$ cat src/rtl/mems_sample_reader.sv
// Avalon-MM read master that sweeps the MEMS sample window in RAM and streams the bytes out through a small show-ahead FIFO.
// Define MEMS_SAMPLE_READER_LOOP_EN for circular reading with a stop input; the default build does a single pass.
module mems_sample_reader #(
  parameter logic [31:0] BASE_ADDR   = 32'd0,
  parameter int          NUM_SAMPLES = 300,
  parameter int          FIFO_DEPTH  = 4
) (
  input  logic        clock,
  input  logic        reset,
  input  logic        start,
`ifdef MEMS_SAMPLE_READER_LOOP_EN
  input  logic        stop,
`endif
  output logic [31:0] address,
  output logic        read,
  input  logic [7:0]  readdata,
  input  logic        waitrequest,
  output logic [7:0]  sample_data,
  output logic        sample_valid,
  input  logic        sample_ready,
  output logic        busy,
  output logic        done
);

  localparam int IDX_W = (NUM_SAMPLES > 1) ? $clog2(NUM_SAMPLES) : 1;
  localparam int PTR_W = (FIFO_DEPTH > 1) ? $clog2(FIFO_DEPTH) : 1;
  localparam logic [IDX_W-1:0] LAST_IDX = IDX_W'(NUM_SAMPLES - 1);
  localparam logic [IDX_W-1:0] IDX_ONE  = IDX_W'(1);
  localparam logic [PTR_W-1:0] PTR_ONE  = PTR_W'(1);
  localparam logic [PTR_W:0]   CNT_ONE  = (PTR_W + 1)'(1);
  localparam logic [PTR_W:0]   FULL_CNT = (PTR_W + 1)'(FIFO_DEPTH);

  typedef enum logic [1:0] {IDLE, READ, WAIT_SPACE, DRAIN} state_t;

  state_t            state_reg, state_next;
  logic [IDX_W-1:0]  index_reg, index_next;
  logic [31:0]       address_reg, address_next;
  logic              read_reg, read_next;
  logic              busy_reg, busy_next;

  logic [7:0]        fifo_mem [FIFO_DEPTH];
  logic [PTR_W-1:0]  wr_ptr_reg, rd_ptr_reg;
  logic [PTR_W:0]    count_reg, count_next;
  logic              push, pop;
  logic              stop_req;
  logic              loop_en;

`ifdef MEMS_SAMPLE_READER_LOOP_EN
  logic stop_pending_reg, stop_pending_next;

  // A stop seen at any point during the pass is remembered until the next accepted read.
  assign stop_pending_next = (state_reg != IDLE) && (stop_pending_reg || stop);
  assign stop_req          = stop || stop_pending_reg;
  assign loop_en           = 1'b1;

  always_ff @(posedge clock or posedge reset) begin
    if (reset) stop_pending_reg <= 1'b0;
    else       stop_pending_reg <= stop_pending_next;
  end
`else
  assign stop_req = 1'b0;
  assign loop_en  = 1'b0;
`endif

  assign push         = read_reg && !waitrequest;
  assign sample_valid = (count_reg != '0);
  assign pop          = sample_valid && sample_ready;
  assign sample_data  = sample_valid ? fifo_mem[rd_ptr_reg] : 8'd0;

  assign address = address_reg;
  assign read    = read_reg;
  assign busy    = busy_reg;

  always_comb begin
    count_next = count_reg;
    case ({push, pop})
      2'b10:   count_next = count_reg + CNT_ONE;
      2'b01:   count_next = count_reg - CNT_ONE;
      default: count_next = count_reg;
    endcase
  end

  // Storage is not reset; sample_data is masked while the FIFO is empty.
  always_ff @(posedge clock) begin
    if (push) fifo_mem[wr_ptr_reg] <= readdata;
  end

  always_ff @(posedge clock or posedge reset) begin
    if (reset) begin
      wr_ptr_reg <= '0;
      rd_ptr_reg <= '0;
      count_reg  <= '0;
    end else begin
      if (push) wr_ptr_reg <= wr_ptr_reg + PTR_ONE;
      if (pop)  rd_ptr_reg <= rd_ptr_reg + PTR_ONE;
      count_reg <= count_next;
    end
  end

  always_ff @(posedge clock or posedge reset) begin
    if (reset) begin
      state_reg   <= IDLE;
      index_reg   <= '0;
      address_reg <= 32'd0;
      read_reg    <= 1'b0;
      busy_reg    <= 1'b0;
    end else begin
      state_reg   <= state_next;
      index_reg   <= index_next;
      address_reg <= address_next;
      read_reg    <= read_next;
      busy_reg    <= busy_next;
    end
  end

  always_comb begin
    state_next   = state_reg;
    index_next   = index_reg;
    address_next = address_reg;
    read_next    = read_reg;
    busy_next    = busy_reg;
    done         = 1'b0;
    case (state_reg)
      IDLE: begin
        if (start) begin
          index_next   = '0;
          address_next = BASE_ADDR;
          read_next    = 1'b1;
          busy_next    = 1'b1;
          state_next   = READ;
        end
      end
      READ: begin
        if (!waitrequest) begin
          if (stop_req || (!loop_en && index_reg == LAST_IDX)) begin
            read_next  = 1'b0;
            state_next = DRAIN;
          end else begin
            if (index_reg == LAST_IDX) begin
              index_next   = '0;
              address_next = BASE_ADDR;
            end else begin
              index_next   = index_reg + IDX_ONE;
              address_next = address_reg + 32'd1;
            end
            // Stop issuing before the FIFO could overflow; resume from WAIT_SPACE.
            if (count_next == FULL_CNT) begin
              read_next  = 1'b0;
              state_next = WAIT_SPACE;
            end
          end
        end
      end
      WAIT_SPACE: begin
        if (count_reg != FULL_CNT) begin
          read_next  = 1'b1;
          state_next = READ;
        end
      end
      DRAIN: begin
        if (count_reg == '0) begin
          done       = 1'b1;
          busy_next  = 1'b0;
          state_next = IDLE;
        end
      end
      default: state_next = IDLE;
    endcase
  end

endmodule

$ cat config.mk
export PLATFORM = sky130hd
export DESIGN_NAME = mems_sample_reader
export DESIGN_NICKNAME = d
export VERILOG_FILES = /design/src/rtl/mems_sample_reader.sv
export SDC_FILE = /design/constraint.sdc
export NUM_CORES = 1
export LEC_CHECK = 0
export ABC_AREA = 1
export BUFFER_PORTS_ARGS = -buffer_cell sky130_fd_sc_hd__buf_2
export CAP_MARGIN = 30
export CORE_ASPECT_RATIO = 1.5
export CORE_MARGIN = 5
export CORE_UTILIZATION = 46
export CTS_BUF_LIST = sky130_fd_sc_hd__clkbuf_16
export DETAILED_ROUTE_END_ITERATION = 7
export GPL_TIMING_DRIVEN = 1
export PLACE_DENSITY = 0.66
export SLEW_MARGIN = 5
export SYNTH_ARGS = -nofsm -noshare
export SYNTH_HDL_FRONTEND = slang
export SYNTH_SLANG_ARGS = --single-unit
$ cat constraint.sdc
create_clock -name clock -period 2.3 [get_ports clock]
set_input_delay 0.23 -clock clock [delete_from_list [all_inputs] [get_ports clock]]
set_output_delay 0.23 -clock clock [all_outputs]
set_load 0.1 [all_outputs]
## Word level (Yosys, flattened, before mapping)

Memory sizes are Yosys's and may differ from the RTL's.
Cells that the tools add are included.

| storage, ports and cells | value |
|---|---|
| memories | 1 |
| register bits | 52 |
| RAM bits | 32 |

Memory list:

| name | words | width | read ports | clocked after Yosys merged registers in | write ports | line | text |
|---|---|---|---|---|---|---|---|
| fifo_mem | 4 | 8 | 1 | 0 | 1 | 41 | `logic [7:0] fifo_mem [FIFO_DEPTH];` |

| cells by class | value |
|---|---|
| mux-type cells | 29 |
| reduce and logical (&&, ||, !) cells | 13 |
| $add $sub $neg | 6 |
| eq/ne operators | 14 |

Operators with widths:

| operator | count |
|---|---|
| 32-bit 2-to-1 mux | 3 |
| 32-bit one-hot mux with 2 select lines | 1 |
| 32-bit by 1-bit adder with 32-bit output, second input constant | 1 |
| 9-bit 2-to-1 mux | 3 |
| 9-bit one-hot mux with 2 select lines | 1 |
| 2-bit 2-to-1 mux | 6 |
| 1-bit 2-to-1 mux | 10 |
| 2-bit inequality test, second input constant | 5 |
| 5-bit AND reduction | 2 |
| 9-bit by 1-bit adder with 9-bit output, second input constant | 1 |
| 9-bit == test, second input constant | 1 |
| 8-bit 2-to-1 mux | 1 |
| 2-bit one-hot mux with 4 select lines | 1 |
| 2-bit == test, second input constant | 3 |
| 3-bit inequality test, second input constant | 2 |
| 3-bit one-hot mux with 2 select lines | 1 |
| 3-bit nonzero test | 2 |
| 2-bit by 1-bit adder with 2-bit output, second input constant | 2 |
| 2-bit by 1-bit == test with 1-bit output, second input constant | 2 |
| 4-bit AND reduction | 1 |
| 2-bit nonzero test | 2 |
| 3-bit by 1-bit adder with 3-bit output, second input constant | 1 |
| 3-bit == test, second input constant | 1 |
| 3-bit logical NOT | 1 |
| other kinds (7) | 8 |

## Logic depth before layout (Yosys ltp)

| logic depth | value |
|---|---|
| depth after elaboration | 9 |
| gate-level depth with buffers | 17 |

## Least setup slack after synthesis

Ideal clock, no wire load.

| timing | value |
|---|---|
| path type | reg-to-output |
| start point | register count_reg[0] |
| end point | output sample_data[0] |
| arrival | 3116 ps |
| required time | 2070 ps |
| buffers on the path | 0 |
| cell stages (with the launch flop) | 5 |
| path slack | -1046 ps |
| path through | dfrtp_1 > nor2_1 > nand2_1 > clkinv_1 > a21oi_1 |

| between the ends | value |
|---|---|
| cells in the longest elaborated chain, start to end | 2 |

RTL lines:

| element | line | text |
|---|---|---|
| start: declaration | 43 | `logic [PTR_W:0] count_reg, count_next;` |
| start signal: assignment | 96 | `count_reg <= count_next;` |
| 3-bit nonzero test | 66 | `assign sample_valid = (count_reg != '0);` |
| named net sample_valid | 19 | `output logic sample_valid,` |
| 8-bit 2-to-1 mux | 68 | `assign sample_data = sample_valid ? fifo_mem[rd_ptr_reg] : 8'd0;` |
| end: declaration | 18 | `output logic [7:0] sample_data,` |

The timed path passes the listed nets, and every way through them passes these cells.

## Worst setup path in the final report

| timing | value |
|---|---|
| start point | register count_reg[1] |
| end point | register read_reg, in the netlist read |

| between the ends | value |
|---|---|
| cells in the longest elaborated chain, start to end | 7 |
| elaborated cells on any way between the ends | 12 |
| those cells by class | 2 x add/sub; 6 x eq/ne; 1 x mux; 3 x reduce/logical |

RTL lines:

| element | line | text |
|---|---|---|
| 3-bit nonzero test (*) | 66 |  |
| 1-bit logical AND (*) | 67 | `assign pop = sample_valid && sample_ready;` |
| named net pop | 44 | `logic push, pop;` |
| 2-bit by 1-bit == test with 1-bit output / 2-bit == test (equally long branches) | 76 | `case ({push, pop})` |
| 3-bit one-hot mux with 2 select lines (*) | 76 |  |
| named net count_next[1] | 43 |  |
| 3-bit == test (*) | 147 | `if (count_next == FULL_CNT) begin` |
| 3-bit inequality test (no line) (*) | -- |  |
| 5-bit AND reduction (no line) (*) | -- |  |
| end signal: assignment | 111 | `read_reg <= read_next;` |
| end: declaration | 38 | `logic read_reg, read_next;` |

The timed path passes the listed nets; every way through them passes the cells marked *.
A chain may end at the register's enable or synchronous reset.

==> results.txt <==
- After the first detailed-routing iteration, the DRC count stood at roughly 190.
- Along the worst path, the maximum fanout reaches 6.
- Synthesized area per cell: between 7 and 8 um2
* Worst skew pair latency: 340 ps
- STA puts the critical path data arrival time at 2370 ps.
- Summing all multi-input logic gate instances after layout gives 0.002146 mm2.
- The worst-case IR drop observed on VDD is 1.750 mV.
- Final-report setup violation count: 0
- On the worst path, the slowest cell contributes a delay of 550 ps.
- Vias per cell: 5.240
- Starting density of the core: 0.4728
* Final layout net count: 679
- Among the stages of the critical path, the cell type that occurs most often is sky130_fd_sc_hd__nand2_1.
- Sort of element at the start of the critical path: flop
* Wire length on met3: approximately 380 um
- The number of clock buffers added by TritonCTS is 9.
* Worst Hold Class: in -> reg
- Total via count in the routed design: 4,077
- The largest total area in the synthesized netlist belongs to sky130_fd_sc_hd__dfrtp_1.
- Most instantiated cells after synthesis: sky130_fd_sc_hd__nand2_1, sky130_fd_sc_hd__nor2_1, sky130_fd_sc_hd__inv_1
- The finished cells cover 0.005560 mm2.
- Global placement routability congestion: about 0.87
- Maximum clock frequency: 466.8 MHz
* Relative slew slack: 0.6660
- The core region is roughly 0.0097 mm2.
- Transition time at the pin with the least slew margin: ~500 ps
- During I/O placement, the number of pins put on the boundary was 57.
* Synth area leaders: sky130_fd_sc_hd__dfrtp_1, sky130_fd_sc_hd__edfxtp_1, sky130_fd_sc_hd__nand2_1, sky130_fd_sc_hd__nor2_1, sky130_fd_sc_hd__nand3_1
- Relative to the synthesized area, the layout overhead comes to 21.39%.
- Counting both buffers and inverters, the worst setup path holds a total of 2.
- Portion of the post-synthesis area used by sequential elements: 0.4939
- The flow ran to the end, and the final reports show no timing, DRC or antenna violations.
- The count of nets left with antenna violations once routing finished came out at 0.
* Post-synth EDFFs: 32
- Netlist cell types: 30
- Global-route wire length before repair: 19,530 um
- Met1 wire length: 4712 um
- After routing, the total negative slack on setup checks comes to 0 ps.
- Synthesis warning total: 0
- Gr ovfl total: 0
- Drc violations: 0
* Final number of hold-violating endpoints: 0
- For this run, the share of the core covered by cells in the final layout is 0.5739.
- Counting every net in the synthesized netlist gives roughly 610.
- Measured along the x axis, the die boundary spans 91.48 um.
- Sequential Area: 0.002263 mm2
* Clock tree sinks: 84
- On the critical path the largest part of the delay comes from adder cells.
- The H-tree was split into 3 levels.
* Pin count of the biggest net entering global routing: 36
- Skew final: 10.73 ps
- Port-buffer cells: 56
- For this block, the routed nets add up to approximately 12,000 um of wire.
- Post-synthesis sequential element count: 84
- Final period utilization: 0.9313
* Leakage power: 2.433 nW
- Share of final-layout standard cells stronger than drive strength 1: 0.1855
* Global-route usage over all layers: 0.1982
* Met2 wire len: 6295 um
- Clock tree from TritonCTS: built
- Counting every instance in the synthesized netlist gives 593.
* Worst setup path category: reg -> reg
- Core Rows: 44
* WL/cell: 14.84 um
- The share of synthesized area in the top cell type comes to 0.2841.
- The critical path goes through nor2_4, nand2_4, nand2_2, inv_2, ha_2, inv_1, fa_2, o21ai_2, nor2_1, nand2_1, nand2_2, nand3_1, nand2_1, nand2_1.
* Number of slew-limit violations in the final report: 0
- The first TritonRoute pass finished after 5 iterations.
- Synth Cell Area: approximately 0.0046 mm2
* Via count of the first global-routing pass: slightly above 4k
* Post-DP HPWL: between 8000 and 9000 um
* Max_cap viols: 0
* Clock transition at path regs: 70 ps
* Top-count cell post-synth: sky130_fd_sc_hd__nand2_1
* Area after DPL: 0.005239 mm2
* Filler Cells Inserted: 881
- The number of antenna violations at the first check in global routing came to 0.
- Top routing layer used: met4
* Critical Path Slowest Stage Cell: sky130_fd_sc_hd__fa_2
- The die covers 0.01209 mm2.
- Total power for the finished layout comes to 7.006 mW.
- Critical path data required time: 2520 ps
- Number of antenna repair diodes: 0
- Primary FF master, synth: sky130_fd_sc_hd__dfrtp_1
* Die boundary height: 132.2 um
- The longest clock path from root to sink contains 2 buffers.
- Post-route minimum period: 2142 ps
* Setup crit end kind: flop
- Of all flip-flops after synthesis, the portion carrying an async set or reset was 0.6190.
- PD cells: 1260 mW/mm2
* Cell at the root of the clock tree: sky130_fd_sc_hd__clkbuf_16
==> timing repair <==
action                                  CTS  global route
hold buffers                              1             0
gates resized for setup                   0            10
endpoints found under the hold margin    18             0
buffers inserted                          0             2
endpoints found under the setup margin    0             3
==> cell families after synthesis <==
kind of cell / synth area share
flip-flops: 0.4939
XOR/XNOR: 0.01912
AND/OR/NAND/NOR: 0.3212
adder cells (fa/ha/maj): 0.02349
AO/OA/AOI/OAI: 0.07703
buffers and inverters: 0.06528
==> per-layer routing <==
layer | track usage | vias to the layer above
met4 | 0.06607 | 0
met5 | 0 | -
met2 | 0.3602 | 77
li1 | - | 2053
met3 | 0.03769 | 10
met1 | 0.2290 | 1937
==> final timing paths <==
path,end,depth (start not counted),slack [ps],start
worst max register to register,read,14,160,count_reg[1]
min in group asynchronous,index_reg[0],3,430,reset
worst max-delay path,read,14,160,count_reg[1]
max in group asynchronous,address[26],4,1070,reset
worst min-delay path,fifo_mem[0][7],1,110,readdata[7]
worst min register to register,busy,2,500,busy
==> where the power goes <==
group          internal (mW)  switching, mW  leakage, nW
Sequential              1.77          0.158        0.986
Clock                  0.738          0.623        0.130
Combinational           1.11           2.61         1.32
Total                   3.61           3.39         2.43
==> metrics by stage <==
stage               setup WS (ps)  std cells  hold slack [ps]
floorplan                   23.34        593            328.9
global placement            137.9        759            240.9
detailed placement          20.83        759            253.0
CTS                         3.055        776            94.65
global route               -19.04        778            95.47
finish                      157.9        778            105.7
==> area by class of cell <==
class                           instances  area share
Timing Repair Buffer                   69     0.09226
Multi-Input combinational cell        436      0.3859
Clock inverter                          7    0.009001
Tap cell                              115     0.02588
Clock buffer                            9     0.04050
Sequential cell                        84      0.4071
Inverter                               58     0.03938
==> cell usage in the layout, fill, tap and decap left out, types with 17 or more instances in the layout <==
master                       n
sky130_fd_sc_hd__dfrtp_1    51
sky130_fd_sc_hd__edfxtp_1   32
sky130_fd_sc_hd__buf_2      48
sky130_fd_sc_hd__nand4_1    17
sky130_fd_sc_hd__nor2_1     97
sky130_fd_sc_hd__nand2_1   165
sky130_fd_sc_hd__inv_1      51
sky130_fd_sc_hd__o21ai_0    20
sky130_fd_sc_hd__o21ai_1    28
sky130_fd_sc_hd__nand3_1    49
==> worst register-to-register path: cells and delay by family (launching register included) <==
kind	cells	cell delay [ps]
adder cells (fa/ha/maj)	2	730
AND/OR/NAND/NOR	9	700
flip-flops	1	410
buffers and inverters	2	130
AO/OA/AOI/OAI	1	60
Power figures use the tool's default switching activity.
